$ cat src/rtl/dmem_pkg.sv
// Shared definitions for the data-memory arbiter: FSM states, requester
// count, port indices and the address legality check.
package dmem_pkg;

   localparam int NUM_REQ  = 2;
   localparam int PORT_LSU = 0;
   localparam int PORT_DMA = 1;

   typedef enum logic [1:0] {
      IDLE   = 2'd0,
      ACCESS = 2'd1,
      RESP   = 2'd2
   } arb_state_t;

   // A request is illegal when misaligned or when its word index falls
   // outside the attached memory.
   function automatic logic addr_illegal(input logic [31:0] a, input int unsigned depth);
      return (a[1:0] != 2'b00) || ({2'b00, a[31:2]} >= depth);
   endfunction

   // One-hot vector for a requester index (bit 0 = LSU, bit 1 = DMA).
   function automatic logic [NUM_REQ-1:0] port_onehot(input logic idx);
      return {idx, ~idx};
   endfunction

endpackage

$ cat src/rtl/dmem_rr_pick.sv
// Arbitration decision for the two data-memory requesters.
// Build option DMEM_ARB_RR_EN: round-robin between the ports; otherwise
// fixed priority with the core LSU (port 0) always winning.
module dmem_rr_pick
   import dmem_pkg::*;
(
   input  logic               clk,
   input  logic               rst_n,
   input  logic [NUM_REQ-1:0] req,
   input  logic               take,
   output logic               pick
);

`ifdef DMEM_ARB_RR_EN
   logic ptr;

   // On a tie the preferred port wins, otherwise whichever port is asking.
   always_comb begin
      pick = 1'b0;
      if (req[PORT_LSU] && req[PORT_DMA]) begin
         pick = ptr;
      end else if (req[PORT_DMA]) begin
         pick = 1'b1;
      end
   end

   // After every accepted grant the other port becomes the preferred one.
   always_ff @(posedge clk or negedge rst_n) begin
      if (!rst_n) begin
         ptr <= 1'b0;
      end else if (take) begin
         ptr <= ~pick;
      end
   end
`else
   logic unused_pick_inputs;
   assign unused_pick_inputs = ^{clk, rst_n, take};

   // Port 1 only wins when port 0 is not asking.
   always_comb begin
      pick = !req[PORT_LSU] && req[PORT_DMA];
   end
`endif

endmodule

$ cat src/rtl/dmem_arbiter.sv
// Two-requester data-memory arbiter: IDLE -> ACCESS -> RESP, one access
// every three cycles, fixed latency (gnt at T+1, rvalid at T+2).
// Build option DMEM_ARB_RR_EN selects round-robin arbitration in
// dmem_rr_pick; the default build uses fixed priority (port 0 first).
module dmem_arbiter
   import dmem_pkg::*;
#(
   parameter int DEPTH = 1024
)
(
   input  logic                      clk,
   input  logic                      rst_n,
   input  logic [NUM_REQ-1:0]        req,
   input  logic [NUM_REQ-1:0]        we,
   input  logic [NUM_REQ-1:0][31:0]  addr,
   input  logic [NUM_REQ-1:0][31:0]  wdata,
   output logic [NUM_REQ-1:0]        gnt,
   output logic [NUM_REQ-1:0]        rvalid,
   output logic [31:0]               rdata,
   output logic                      err,
   output logic                      mem_read,
   output logic                      mem_write,
   output logic [31:0]               mem_addr,
   output logic [31:0]               mem_wdata,
   input  logic [31:0]               mem_rdata
);

   arb_state_t state;
   logic       owner;
   logic       we_q;
   logic       bad_q;
   logic       take;
   logic       pick;
   logic       sel_bad;

   assign take    = (state == IDLE) && (|req);
   assign sel_bad = addr_illegal(addr[pick], DEPTH);

   dmem_rr_pick u_pick (
      .clk   (clk),
      .rst_n (rst_n),
      .req   (req),
      .take  (take),
      .pick  (pick)
   );

   // Access sequencer: latch the winner, strobe memory for one cycle,
   // then present the response for one cycle; all outputs registered.
   always_ff @(posedge clk or negedge rst_n) begin
      if (!rst_n) begin
         state     <= IDLE;
         owner     <= 1'b0;
         we_q      <= 1'b0;
         bad_q     <= 1'b0;
         gnt       <= '0;
         rvalid    <= '0;
         rdata     <= '0;
         err       <= 1'b0;
         mem_read  <= 1'b0;
         mem_write <= 1'b0;
         mem_addr  <= '0;
         mem_wdata <= '0;
      end else begin
         case (state)
            IDLE: begin
               if (take) begin
                  state     <= ACCESS;
                  owner     <= pick;
                  we_q      <= we[pick];
                  bad_q     <= sel_bad;
                  gnt       <= port_onehot(pick);
                  mem_addr  <= {2'b00, addr[pick][31:2]};
                  mem_wdata <= wdata[pick];
                  mem_read  <= !sel_bad && !we[pick];
                  mem_write <= !sel_bad && we[pick];
               end
            end
            ACCESS: begin
               state     <= RESP;
               gnt       <= '0;
               mem_read  <= 1'b0;
               mem_write <= 1'b0;
               rvalid    <= port_onehot(owner);
               err       <= bad_q;
               rdata     <= (!bad_q && !we_q) ? mem_rdata : 32'h0;
            end
            RESP: begin
               state  <= IDLE;
               rvalid <= '0;
               err    <= 1'b0;
               rdata  <= '0;
            end
            default: begin
               state <= IDLE;
            end
         endcase
      end
   end

endmodule

$ cat config.mk
export PLATFORM = sky130hd
export DESIGN_NAME = dmem_arbiter
export DESIGN_NICKNAME = d
export VERILOG_FILES = /design/src/rtl/dmem_pkg.sv /design/src/rtl/dmem_rr_pick.sv /design/src/rtl/dmem_arbiter.sv
export SDC_FILE = /design/constraint.sdc
export NUM_CORES = 1
export LEC_CHECK = 0
export CORE_MARGIN = 2
export CORE_UTILIZATION = 30
export CTS_CLUSTER_SIZE = 24
export DETAILED_ROUTE_END_ITERATION = 10
export PLACE_DENSITY = 0.65
export SKIP_LAST_GASP = 1
export SYNTH_ARGS = -nofsm -noshare
export SYNTH_HDL_FRONTEND = slang
export SYNTH_SLANG_ARGS = --single-unit
$ cat constraint.sdc
create_clock -name clk -period 1.55 [get_ports clk]
set_input_delay 0.155 -clock clk [delete_from_list [all_inputs] [get_ports clk]]
set_output_delay 0.155 -clock clk [all_outputs]
set_load 0.1 [all_outputs]
== Word-level counts from Yosys, hierarchy flattened ==
Cells that the tools add are included.
W data, S select, Z words.
Cells by class
  $mul: 0
  order comparisons: 2
  reductions and logical operators: 18
  equality and inequality tests: 3
  shift-type cells: 0
  bitwise logic cells: 2
  $add $sub $neg: 0
  divide/modulo/power cells: 0
  multiplexer cells: 18
Operators with widths (number)
  $mux W32: 5
  $pmux W32 S2: 1
  $ge A30 B11 Y1 const B: 1
  $pmux W2 S2: 3
  $pmux W1 S2: 3
  $reduce_bool A2 Y1: 3
  $logic_and A1 B1 Y1: 5
  $logic_not A1 Y1: 5
  $mux W1: 4
  $mux W2: 2
  $reduce_and A2 Y1: 2
  $eq A2 B1 Y1 const B: 1
  $eq A2 B2 Y1 const B: 1
  $logic_not A2 Y1: 1
  $lt A1 B2 Y1 const B: 1
  $ne A2 B2 Y1 const B: 1
  $not A1 Y1: 2
  $reduce_or A2 Y1: 1
  $logic_or A1 B1 Y1: 1
Word-level totals
  output and inout port bits: 103
  bits of input ports: 166
  logic and storage cells: 55
  register bits: 106
  memories kept: 0
  memory bits (read-only): 0
  latch bits: 0
  RAM bits: 0

== Longest topological paths before layout ==
  depth in word-level cells: 10
  mapped depth: 8
  depth with buffers taken out: 6

== Cells and area by module ==
From an unflattened synthesis, not the netlist that was laid out.
Second synthesis, totals
  cells, all modules: 482
  area total of the unflattened synthesis: 4769.6 µm²
By module, submodules not included
  dmem_arbiter: cells an instance 481, instances 1, sequential area each 2652.5 µm², area an instance 4755.8 µm²
  dmem_rr_pick: cells an instance 1, instances 1, sequential area each 0.0 µm², area an instance 13.8 µm²

== Worst setup path after synthesis ==
OpenSTA, ideal clock, no wires.
  path type: reg2reg
  start point: register state[0]
  end point: register rdata[10]
  arrival: 1.619 ns
  data required time: 1.467 ns
  path buffers: 1
  setup slack: -0.151 ns
  setup time: 0.083 ns
  period minus slack after synthesis: 1.701 ns
  stages on the path, launching flop included: 7
  cells stage by stage: dfrtp_1 > inv_1 > ha_1 > nor4b_1 > clkbuf_1 > nand2_1 > o21ai_0
On the way
  word-level cells in the longest chain between the ends: 2
  elaborated cells on any way between the ends: 4
  those cells by class: 2 x eq/ne; 1 x mux; 1 x reduce/logical
Ends and longest elaborated chain
  from (decl): RTL line dmem_arbiter.sv:28  | arb_state_t state;
  from (signal assigned): RTL line dmem_arbiter.sv:51  | state <= IDLE;
  from (signal assigned): RTL line dmem_arbiter.sv:67  | state <= ACCESS;
  from (signal assigned): RTL line dmem_arbiter.sv:79  | state <= RESP;
  $eq A2 B2 Y1 / $eq A2 B1 Y1 (equally long branches): RTL line dmem_arbiter.sv:64  | case (state)
  $pmux W32 S2 / $reduce_bool A2 Y1 (equally long branches)
  to (signal assigned): RTL line dmem_arbiter.sv:85  | rdata <= (!bad_q && !we_q) ? mem_rdata : 32'h0;
  to (decl): RTL line dmem_arbiter.sv:19  | output logic [31:0] rdata,
Several ways; a longest one is shown, not always the timed one.
A chain may end at the register's enable or synchronous reset.

== Worst setup path in the final report ==
  start point: register state[1]
  end point: register rdata[30]
Same word-level chain as after synthesis.

==> flow_summary.json <==
{
  "fp.dieArea_um2": 16900,
  "stdcell_count": 978,
  "antenna_found_initial": 0,
  "antenna_cells": 0,
  "end_kind": "register",
  "p_leak_nw": 4.21,
  "vias": 4380,
  "place_hpwl_um": 11500,
  "rows": 46,
  "slew_viol_final": 0,
  "grt_pass1_vias": 4626,
  "grt-ovfl-total": 0,
  "rrSetupSlack_ps": 10,
  "yosysTopAreaCellShare_pct": 55.6,
  "drive_above_1_share_pct": 21.9,
  "swShare_pct": 51.3,
  "clock-root-buffer": "clkbuf_16",
  "drc_errors": 0,
  "fin_skew_ps": 5.18,
  "critical_path_arrival_ps": 1800,
  "crit_type": "register to register",
  "grt_pass1_wl_um": 22800,
  "clockPowerShare_pct": 12.0,
  "fp.dieW_um": 130,
  "htreeDepth": 3,
  "totalNegativeSetupSlack_ps": 0,
  "routabilityCongestion": 0.782,
  "ant_nets": 0,
  "final_area_um2": 9360,
  "ctsLongestPathBuffers": 2,
  "clock.fmax_mhz": 649,
  "p_sw_mw": 10.2,
  "ios": 269,
  "start_util_pct": 30.4,
  "wl_per_cell_um": 15.0,
  "yosysSeqAreaShare_pct": 55.6,
  "postPlaceCellArea_um2": 8870,
  "cts.sinks": 106,
  "slowest_delay_ps": 400,
  "startpoint_type": "register",
  "cts.clk_slew.worst_paths_ps": 70,
  "cts_tree": "built",
  "grt_max_degree": 69,
  "synth_flop_cell": "dfrtp_1",
  "avgSynthCellArea_um2": 9.96,
  "drt-pass1-iter-count": 4,
  "hold_viol_final": 0,
  "mappedNetlistArea_um2": 4770,
  "fill_cells": 1278,
  "period_needed_ps": 1540,
  "synth_warnings": 0,
  "drt-total-wl_um": 14600,
  "synth_top_cell_by_area": "dfrtp_1",
  "finalSetupViolCount": 0,
  "numCtsBuffers": 9,
  "yosys.cell_types.count": 31,
  "drt_iter0_drc": 147,
  "comb_power_share_pct": 64.7,
  "placedCellCount": 956,
  "grt_use_total_pct": 17.4,
  "cp_top_family": "buffers and inverters",
  "synth_common_cells": "dfrtp_1, nand2_1, o21ai_0, mux2i_1, inv_1",
  "fin_util_pct": 59.6,
  "ir_worst_vdd_v": 0.00134,
  "crit_fanout": 8,
  "io_buffers": 266,
  "p_total_mw": 19.9,
  "status": "finished clean",
  "path_buf_inv": 3,
  "crit_chain": "inv_2 > ha_4 > nor4b_4 > buf_4 > clkbuf_16 > nand2_1 > o21ai_0",
  "cap_violations": 0,
  "fin_ws_ps": 9.66,
  "p_int_mw": 9.70,
  "clkLatencyLatePin_ps": 350,
  "syn2layout_area_growth_pct": 96.3,
  "ys_ff_latch": 106,
  "whs_ps": 283,
  "synth_most_common_cell": "dfrtp_1",
  "syn_inst": 479,
  "synth_edf_count": 0,
  "viasPerCell": 4.48,
  "cellPowerDensity_nw_per_um2": 2130,
  "hp-class": "input port to async pin",
  "fin_crit_sh_pct": 99.4,
  "critical_path_required_ps": 1810,
  "synth_area_leaders": "dfrtp_1, mux2i_1, o21ai_0",
  "post-place-ws_ps": -408,
  "die_h_um": 130,
  "cp_slowest_cell": "dfrtp_1",
  "placeableCoreArea_um2": 15700,
  "rsz0062_at_grt": "yes",
  "power_frac_seq_pct": 23.4,
  "finalNetCount": 929,
  "async_reset_ff_share_pct": 100
}
-- cells by family after synthesis --
logic type / synth area share [%]
AOI/OAI and AO/OA: 11.6
adders and majority gates: 1.05
buffers and inverters: 5.88
DFF: 55.6
muxes: 14.8
other: 0.0786
and+or+nand+nor: 10.9
-- cells in the final DEF (no fill, tap or decap), types with 2 or more instances in the layout --
| cell | synthesis | final |
|---|---|---|
| conb_1 | 1 | 2 |
| o31ai_1 | 2 | 2 |
| buf_6 | 1 | 2 |
| mux2_2 | 5 | 4 |
| clkdlybuf4s50_1 | 0 | 164 |
| bufinv_16 | 0 | 2 |
| o21ai_0 | 97 | 96 |
| nand3b_1 | 2 | 2 |
| buf_12 | 0 | 107 |
| a21oi_1 | 3 | 3 |
| mux2i_1 | 65 | 65 |
| buf_16 | 0 | 2 |
| clkbuf_16 | 0 | 10 |
| nand2_1 | 97 | 97 |
| inv_1 | 38 | 36 |
| nor4_2 | 0 | 6 |
| nor2_1 | 5 | 5 |
| nor3_1 | 2 | 2 |
| nor4_1 | 8 | 2 |
| nand4_1 | 2 | 2 |
| buf_4 | 2 | 21 |
| ha_2 | 0 | 2 |
| dfrtp_1 | 106 | 106 |
| inv_2 | 0 | 2 |
-- flip-flops by register name (all words and copies together) (netlist names) --
| register | cells |
|---|---|
| err | 1 |
| mem_wdata | 32 |
| we_q | 1 |
| mem_addr | 30 |
| owner | 1 |
| mem_write | 1 |
| rdata | 32 |
| rvalid | 2 |
| bad_q | 1 |
| mem_read | 1 |
| state | 2 |
| gnt | 2 |
-- power by group through the flow --
stage | Combinational (mW) | Clock (mW) | Sequential, mW
3_5_place_dp | 12.9 | 0 | 4.73
6_report | 12.9 | 2.38 | 4.66
2_1_floorplan | 1.73 | 0 | 10.4
5_1_grt | 13.4 | 2.59 | 4.77
3_3_place_gp | 12.8 | 0 | 4.67
4_1_cts | 13.0 | 2.48 | 4.68
-- area by class of cell --
class                           count  area [um2]  share of cell area, %
Inverter                           38         143                   1.52
Clock inverter                      3        65.1                  0.695
Multi-Input combinational cell    306        1940                   20.7
Tap cell                          216         270                   2.89
Sequential cell                   106        2650                   28.3
Timing Repair Buffer              298        4050                   43.3
Clock buffer                       11         243                   2.59
-- layer usage --
metal	GRT usage [%]	share of wire (%)	routed length, um
met1	19.1	37	5370
met2	31.7	54	7860
met3	6.56	8.5	1250
met4	4.36	1.2	178
met5	0	0	0
-- final timing paths --
check,from,endpoint,cells after the start
max in group asynchronous,rst_n,mem_addr[16],3
min in group clk,mem_rdata[14],rdata[14],3
max reg2reg,state[1],rdata[30],7
max,state[1],rdata[30],7
min reg2reg,mem_wdata[17],mem_wdata[17],2
min,rst_n,mem_wdata[30],2
-- repair_timing --
action	4_1_cts	5_1_grt
gates resized for setup	12	5
pin swaps	4	0
endpoints found under the hold margin	23	0
cloned	2	1
buffers inserted	4	0
hold buffers	1	0
endpoints found under the setup margin	55	26
-- worst register-to-register path, cell delays in order (launching register included) --
cell and delay, ps:
dfrtp_1 400, inv_2 70, ha_4 260, nor4b_4 230
buf_4 200, clkbuf_16 160, nand2_1 50, o21ai_0 70
No activity file was read; power rests on OpenSTA's default activity.
